### src/rtl/alu_issue.sv
// alu_issue: issues one R-type instruction at a time to the ALU and writes the result back.
// Ports: clk/rst, instr_valid/instr_ready/instr in, rf read (ra1/ra2, rd1/rd2), ALU
//   operands (alu_a/b/shamt/funct/go, alu_out), writeback (rf_we/wa/wd), done/err, retired.
module alu_issue #(
   parameter int ALU_LAT = 1
) (
   input  logic        clk,
   input  logic        rst,
   input  logic        instr_valid,
   output logic        instr_ready,
   input  logic [31:0] instr,
   output logic [4:0]  rf_ra1,
   output logic [4:0]  rf_ra2,
   input  logic [31:0] rf_rd1,
   input  logic [31:0] rf_rd2,
   output logic [31:0] alu_a,
   output logic [31:0] alu_b,
   output logic [4:0]  alu_shamt,
   output logic [5:0]  alu_funct,
   output logic        alu_go,
   input  logic [31:0] alu_out,
   output logic        rf_we,
   output logic [4:0]  rf_wa,
   output logic [31:0] rf_wd,
   output logic        done,
   output logic        err,
   output logic [15:0] retired
);

   localparam logic [3:0] LAT_M1 = 4'(ALU_LAT - 1);

   typedef enum logic [2:0] {
      IDLE  = 3'd0,
      READ  = 3'd1,
      ISSUE = 3'd2,
      WAIT  = 3'd3,
      WB    = 3'd4
   } state_t;

   state_t      state_q, state_d;

   logic        ready_q, ready_d;
   logic [4:0]  ra1_q, ra1_d;
   logic [4:0]  ra2_q, ra2_d;
   logic [31:0] a_q, a_d;
   logic [31:0] b_q, b_d;
   logic [4:0]  sh_q, sh_d;
   logic [5:0]  fn_q, fn_d;
   logic        go_q, go_d;
   logic        we_q, we_d;
   logic [4:0]  wa_q, wa_d;
   logic [31:0] wd_q, wd_d;
   logic        done_q, done_d;
   logic        err_q, err_d;
   logic [15:0] ret_q, ret_d;
   logic [3:0]  cnt_q, cnt_d;

   // Latched instruction fields
   logic [4:0]  rd_q, rd_d;
   logic [4:0]  ishamt_q, ishamt_d;
   logic [5:0]  ifunct_q, ifunct_d;

   logic        accept;
   logic        legal;
   logic        is_shift;
   logic        alu_last;
   logic        hilo_only;

   function automatic logic legal_instr(input logic [31:0] w);
      logic ok;
      case (w[5:0])
         6'h00, 6'h02, 6'h03, 6'h10,
         6'h12, 6'h18, 6'h1A, 6'h20,
         6'h22, 6'h24, 6'h25, 6'h26,
         6'h27, 6'h2A: ok = 1'b1;
         default:      ok = 1'b0;
      endcase
      return ok && (w[31:26] == 6'd0);
   endfunction

   assign accept    = (state_q == IDLE) && instr_valid && ready_q;
   assign legal     = legal_instr(instr);
   assign is_shift  = (ifunct_q == 6'h00) || (ifunct_q == 6'h02)
                   || (ifunct_q == 6'h03);
   assign alu_last  = (state_q == WAIT) && (cnt_q == 4'd0);
   // mul/div only update the ALU's hi/lo pair
   assign hilo_only = (ifunct_q == 6'h18) || (ifunct_q == 6'h1A);

   // State register
   always_ff @(posedge clk) begin
      if (rst) state_q <= IDLE;
      else     state_q <= state_d;
   end

   // Next-state logic
   always_comb begin
      state_d = state_q;
      unique case (state_q)
         IDLE: begin
            if (accept) state_d = legal ? READ : WB;
         end
         READ:  state_d = ISSUE;
         ISSUE: state_d = WAIT;
         WAIT: begin
            if (cnt_q == 4'd0) state_d = WB;
         end
         WB:      state_d = IDLE;
         default: state_d = IDLE;
      endcase
   end

   // Output and datapath logic
   always_comb begin
      ready_d  = (state_d == IDLE);
      ra1_d    = ra1_q;
      ra2_d    = ra2_q;
      a_d      = a_q;
      b_d      = b_q;
      sh_d     = sh_q;
      fn_d     = fn_q;
      go_d     = (state_q == READ);
      we_d     = 1'b0;
      wa_d     = wa_q;
      wd_d     = wd_q;
      done_d   = 1'b0;
      err_d    = 1'b0;
      ret_d    = ret_q;
      cnt_d    = cnt_q;
      rd_d     = rd_q;
      ishamt_d = ishamt_q;
      ifunct_d = ifunct_q;

      if (accept) begin
         rd_d     = instr[15:11];
         ishamt_d = instr[10:6];
         ifunct_d = instr[5:0];
         if (legal) begin
            ra1_d = instr[25:21];
            ra2_d = instr[20:16];
         end else begin
            wa_d   = instr[15:11];
            done_d = 1'b1;
            err_d  = 1'b1;
         end
      end

      // Register data arrives during READ; shifts operate on rt
      if (state_q == READ) begin
         a_d  = is_shift ? rf_rd2 : rf_rd1;
         b_d  = is_shift ? 32'd0 : rf_rd2;
         sh_d = is_shift ? ishamt_q : 5'd0;
         fn_d = ifunct_q;
      end

      if (state_q == ISSUE) cnt_d = LAT_M1;

      if (state_q == WAIT && cnt_q != 4'd0) cnt_d = cnt_q - 4'd1;

      if (alu_last) begin
         wd_d   = alu_out;
         wa_d   = rd_q;
         we_d   = !hilo_only && (rd_q != 5'd0);
         done_d = 1'b1;
         ret_d  = ret_q + 16'd1;
      end
   end

   always_ff @(posedge clk) begin
      if (rst) begin
         ready_q  <= 1'b0;
         ra1_q    <= '0;
         ra2_q    <= '0;
         a_q      <= '0;
         b_q      <= '0;
         sh_q     <= '0;
         fn_q     <= '0;
         go_q     <= 1'b0;
         we_q     <= 1'b0;
         wa_q     <= '0;
         wd_q     <= '0;
         done_q   <= 1'b0;
         err_q    <= 1'b0;
         ret_q    <= '0;
         cnt_q    <= '0;
         rd_q     <= '0;
         ishamt_q <= '0;
         ifunct_q <= '0;
      end else begin
         ready_q  <= ready_d;
         ra1_q    <= ra1_d;
         ra2_q    <= ra2_d;
         a_q      <= a_d;
         b_q      <= b_d;
         sh_q     <= sh_d;
         fn_q     <= fn_d;
         go_q     <= go_d;
         we_q     <= we_d;
         wa_q     <= wa_d;
         wd_q     <= wd_d;
         done_q   <= done_d;
         err_q    <= err_d;
         ret_q    <= ret_d;
         cnt_q    <= cnt_d;
         rd_q     <= rd_d;
         ishamt_q <= ishamt_d;
         ifunct_q <= ifunct_d;
      end
   end

   assign instr_ready = ready_q;
   assign rf_ra1      = ra1_q;
   assign rf_ra2      = ra2_q;
   assign alu_a       = a_q;
   assign alu_b       = b_q;
   assign alu_shamt   = sh_q;
   assign alu_funct   = fn_q;
   assign alu_go      = go_q;
   assign rf_we       = we_q;
   assign rf_wa       = wa_q;
   assign rf_wd       = wd_q;
   assign done        = done_q;
   assign err         = err_q;
   assign retired     = ret_q;

endmodule

### config.mk
export PLATFORM = sky130hd
export DESIGN_NAME = alu_issue
export DESIGN_NICKNAME = d
export VERILOG_FILES = /design/src/rtl/alu_issue.sv
export SDC_FILE = /design/constraint.sdc
export NUM_CORES = 1
export LEC_CHECK = 0
export ABC_CLOCK_PERIOD_IN_PS = 2800
export CORE_MARGIN = 8
export CORE_UTILIZATION = 42
export DETAILED_ROUTE_END_ITERATION = 10
export GPL_TIMING_DRIVEN = 0
export HOLD_SLACK_MARGIN = 0.12
export PLACE_DENSITY = 0.84
export SYNTH_ARGS = -nofsm -noshare
export SYNTH_HDL_FRONTEND = slang
export SYNTH_SLANG_ARGS = --single-unit
### constraint.sdc
create_clock -name clk -period 2.8 [get_ports clk]
set_input_delay 0.84 -clock clk [delete_from_list [all_inputs] [get_ports clk]]
set_output_delay 0.84 -clock clk [all_outputs]
set_load 0.05 [all_outputs]
==> out/qor.txt <==
FLOORPLANNING
--------------------------------------------------------------------------
Row count                                                               45
Area of the placeable core                                    0.01503 mm^2
Die Y                                                             139.4 um
Starting utilization of the core area                               42.54%
Number of placed I/O pins                                              274
Full die area                                                 0.01943 mm^2
Overall die width                                                 139.4 um

CRITICAL PATH
--------------------------------------------------------------------------
Crit Path Class                                               input port to flop
Critical path data arrival time                                    2.88 ns
Number of cells on the worst reg-to-reg path                             7
Crit Reg-Reg Endpoint                                             rf_wa[1]
Cell with the biggest individual delay on the critical path   sky130_fd_sc_hd__or4_1
Critical path endpoint category                                       flop
Setup crit start kind                                           input port
Launching point of the worst reg2reg path                         cnt_q[0]
Maximum fanout along the worst path                                     10
Worst-path cell chain                                         clkdlybuf4s50_1 -> or4_1 -> a311oi_2 -> buf_4 -> mux2i_1 -> nor2_1
Top delay family on crit path                                 buffers and inverters
Slack of the worst reg-to-reg path                                 0.32 ns
Startpoint of the worst setup timing path                         instr[5]
Req. time, crit path                                               3.08 ns
Delay contributed by the slowest stage of the critical path        0.62 ns
Count of buffer and inverter cells on the critical path                  2

CLOCK NETWORK
--------------------------------------------------------------------------
Clock tree root buffer cell                                   sky130_fd_sc_hd__clkbuf_16
TritonCTS clock tree                                                  done
H-tree level count                                                       4
Maximum count of clock buffers along a single path                       2
Worst-path clk slew                                                0.06 ns
Clock buffer count from CTS                                             17
Clock sink count                                                       166
Worst-Skew Late Latency                                            0.42 ns

STATUS
--------------------------------------------------------------------------
Status                                                        finished clean

CELLS AND AREA
--------------------------------------------------------------------------
Ratio of cells with drive above 1 in the final layout               3.727%
Layout Utilization                                                  65.66%
Nets@finish                                                           1221
Commonest cells after routing, fill and taps aside            sky130_fd_sc_hd__clkdlybuf4s50_1 (272), sky130_fd_sc_hd__nand2_1 (222), sky130_fd_sc_hd__dfxtp_1 (166), sky130_fd_sc_hd__a21oi_1 (102), sky130_fd_sc_hd__nor2_1 (71)
Commonest non-fill, non-tap cell in the layout                sky130_fd_sc_hd__clkdlybuf4s50_1
Area grow syn2layout                                                54.35%
Filler-free cell count of the finished design                         1289

ROUTING
--------------------------------------------------------------------------
DRT antenna net count                                                    0
Routed length per instance                                        17.96 um
Number of detailed-route iterations in the first pass                    5
Vias per cell                                                        5.257
Post-route DRC                                                           0
Drt initial violations                                                 424
Detailed-route via count                                              6776
Total wire length after detailed routing                          23150 um

GLOBAL ROUTING
--------------------------------------------------------------------------
Global-route usage over all layers                                  23.43%
Initial antenna violation count                                          1
Global-route wire length before repair                            36240 um
Global route total overflow                                              0
Largest net degree at the start of global routing                       17
Vias in the first global route                                        6799

PWR
--------------------------------------------------------------------------
Internal power of the cells                                        3761 uW
Net switching component of the power                               1207 uW
Clock power share                                                    41.5%
Highest ir drop seen on vdd                                    0.0003830 V
Switching share of total power                                      24.29%
Seq pwr share                                                        48.2%
Leakage component of the power                                 0.003275 uW
Power density of the placed cells                             503.3 mW/mm^2
Logic pwr share                                                      10.3%

LOGIC SYNTHESIS
--------------------------------------------------------------------------
Sequential cell area fraction in the yosys report                   51.97%
Distinct cells, synth                                                   38
XOR/XNOR Fraction of Synth Area                                     1.644%
Post-Synthesis Mean Instance Area                               8.024 um^2
Fraction of the mapped netlist area in simple logic gates           24.95%
Mux cell area share after synthesis                                 1.722%
Combined area of all synthesized cells                        0.006395 mm^2
Post-synthesis register bit count                                      166
Net count after synthesis                                              930
Cells after Synth                                                      797
Synth Area in Adders                                               0.3913%
Yosys warns                                                              0
Combinational family with the most area after synthesis       simple AND/OR/NAND/NOR gates
Post-synthesis compound-gate area fraction                          14.91%

STA
--------------------------------------------------------------------------
Actual transition at the worst max-transition pin                0.8986 ns
F_max                                                            383.4 MHz
Rel. slew slack                                                     39.69%
Final Hold Viols                                                         0
Final Max Tran Viols                                                     0
Final TNS setup                                                       0 ns
Setup repair after global routing missed its margin                     no
Skew final                                                      0.01199 ns
Share of the clock period used by the worst path                    93.15%
Final critical delay including setup and external delays          2.608 ns
Endpoints failing setup                                                  0

PLACEMENT
--------------------------------------------------------------------------
Port bufs                                                              272
HPWL after detailed placement                                     18030 um
Final weighted congestion in routability-driven placement           0.8467
Number of instances in the placed design                              1257

MIN PATH
--------------------------------------------------------------------------
Hold/Removal Path Class                                       flop to flop
Hold Path Sink                                                    rf_wd[0]
Hold Crit Start                                                   rf_wd[0]
Hold path cells                                                          2

JOB
--------------------------------------------------------------------------
Max_cap viols                                                            0

## worst min-delay path, stage by stage (launching register included)
cell and delay (ns):
sky130_fd_sc_hd__dfxtp_1 0.31, sky130_fd_sc_hd__nand2_1 0.05, sky130_fd_sc_hd__a21oi_1 0.05
## routing by layer
| layer | wire (um) | global-route usage (%) | vias up |
|---|---|---|---|
| li1 | - | - | 3291 |
| met1 | 8819 | 24.74 | 3126 |
| met2 | 11150 | 41.18 | 314 |
| met3 | 2485 | 8.516 | 45 |
| met4 | 703 | 10.34 | 0 |
| met5 | 0 | 0 | - |
## state kept, by name, indices dropped and copies added (netlist names), 3 cells and up
name       cells
rf_ra1         5
state_q        3
rf_ra2         5
rd_q           5
cnt_q          4
alu_a         32
ishamt_q       5
alu_b         32
alu_funct      6
ifunct_q       6
rf_wa          5
rf_wd         32
alu_shamt      5
retired       16
## cells in the mapped netlist
cell,instances,area [um^2]
sky130_fd_sc_hd__nand2_1,222,833.3
sky130_fd_sc_hd__dfxtp_1,166,3323
sky130_fd_sc_hd__a21oi_1,102,510.5
sky130_fd_sc_hd__nor2_1,71,266.5
sky130_fd_sc_hd__nand3_1,48,240.2
sky130_fd_sc_hd__clkbuf_1,46,172.7
sky130_fd_sc_hd__a311oi_1,37,324.1
sky130_fd_sc_hd__o21ai_0,14,70.07
sky130_fd_sc_hd__mux2i_1,11,110.1
sky130_fd_sc_hd__nor3_1,11,55.05
sky130_fd_sc_hd__inv_1,9,33.78
sky130_fd_sc_hd__xnor2_1,9,78.83
sky130_fd_sc_hd__buf_1,5,18.77
sky130_fd_sc_hd__buf_2,4,20.02
sky130_fd_sc_hd__nand4_1,4,25.02
sky130_fd_sc_hd__nor4_1,4,25.02
sky130_fd_sc_hd__nor3b_1,3,22.52
sky130_fd_sc_hd__or3_1,3,18.77
sky130_fd_sc_hd__or4_1,3,22.52
sky130_fd_sc_hd__xor2_1,3,26.28
sky130_fd_sc_hd__a31oi_1,2,12.51
sky130_fd_sc_hd__ha_1,2,25.02
sky130_fd_sc_hd__nand3b_1,2,15.01
sky130_fd_sc_hd__nor2b_1,2,12.51
sky130_fd_sc_hd__a311oi_2,1,15.01
sky130_fd_sc_hd__a31o_2,1,8.760
sky130_fd_sc_hd__and3_1,1,6.260
sky130_fd_sc_hd__and4_1,1,8.760
sky130_fd_sc_hd__buf_4,1,7.510
sky130_fd_sc_hd__buf_6,1,11.26
sky130_fd_sc_hd__clkbuf_2,1,5.000
sky130_fd_sc_hd__clkbuf_8,1,13.76
sky130_fd_sc_hd__nor4_2,1,12.51
sky130_fd_sc_hd__nor4b_1,1,8.760
sky130_fd_sc_hd__o21a_1,1,7.510
sky130_fd_sc_hd__o21ai_1,1,5.000
sky130_fd_sc_hd__or3b_4,1,11.26
sky130_fd_sc_hd__or4_4,1,11.26
## power by group through the flow
stage          clock, uW  combinational (uW)  sequential [uW]
2_1_floorplan          0                 192             2470
3_3_place_gp           0                 500             2450
3_5_place_dp           0                 506             2450
4_1_cts             2090                 508             2390
5_1_grt             2180                 546             2400
6_report            2060                 510             2390
## timing repair
| item | in CTS | in global routing |
|---|---|---|
| hold buffers | 0 | 0 |
| endpoints found under the setup margin | 0 | 10 |
| setup buffers | 0 | 0 |
| resized for setup | 0 | 1 |
## cell type report
type                       instances  area [um^2]
tap                              188        235.2
antenna                            1        2.502
clock inverter                     9        56.30
timing repair buffer             272         2723
buffer                            59        249.0
fill                            1294         5162
multi-input combinational        563         2794
sequential                       166         3323
inverter                           9        33.78
clock buffer                      22        454.2
## cells by family (layout without fill, tap and decap cells)
kind of cell,count (synthesis),count (layout)
buffers and inverters,68,371
other,0,1
multiplexers,11,11
flip-flops,166,166
AND/OR/NAND/NOR,379,379
XOR/XNOR,12,12
AO/OA/AOI/OAI,159,159
adder cells (fa/ha/maj),2,2
## worst max-delay path by stage
stage,cells after the start,end
2_1_floorplan,5,rf_ra1[4]
3_3_place_gp,6,rf_ra2[0]
3_5_place_dp,6,rf_ra2[1]
4_1_cts,6,alu_a[23]
5_1_grt,5,rf_wa[2]
6_report,6,rf_ra2[1]
## stage by stage
step	total power [uW]	hold slack (ns)	setup slack [ns]	instance area [um^2]
after floorplan	2660	0.4339	0.4839	6395
after CTS	4989	0.4540	0.09322	9863
after detailed placement	2952	0.4460	-0.2135	9353
final	4968	0.4527	0.1919	9871
after global routing	5127	0.4704	0.06628	9871
after global placement	2947	0.4373	-0.1774	9353
Note: power is estimated with default switching activity, not from simulation.
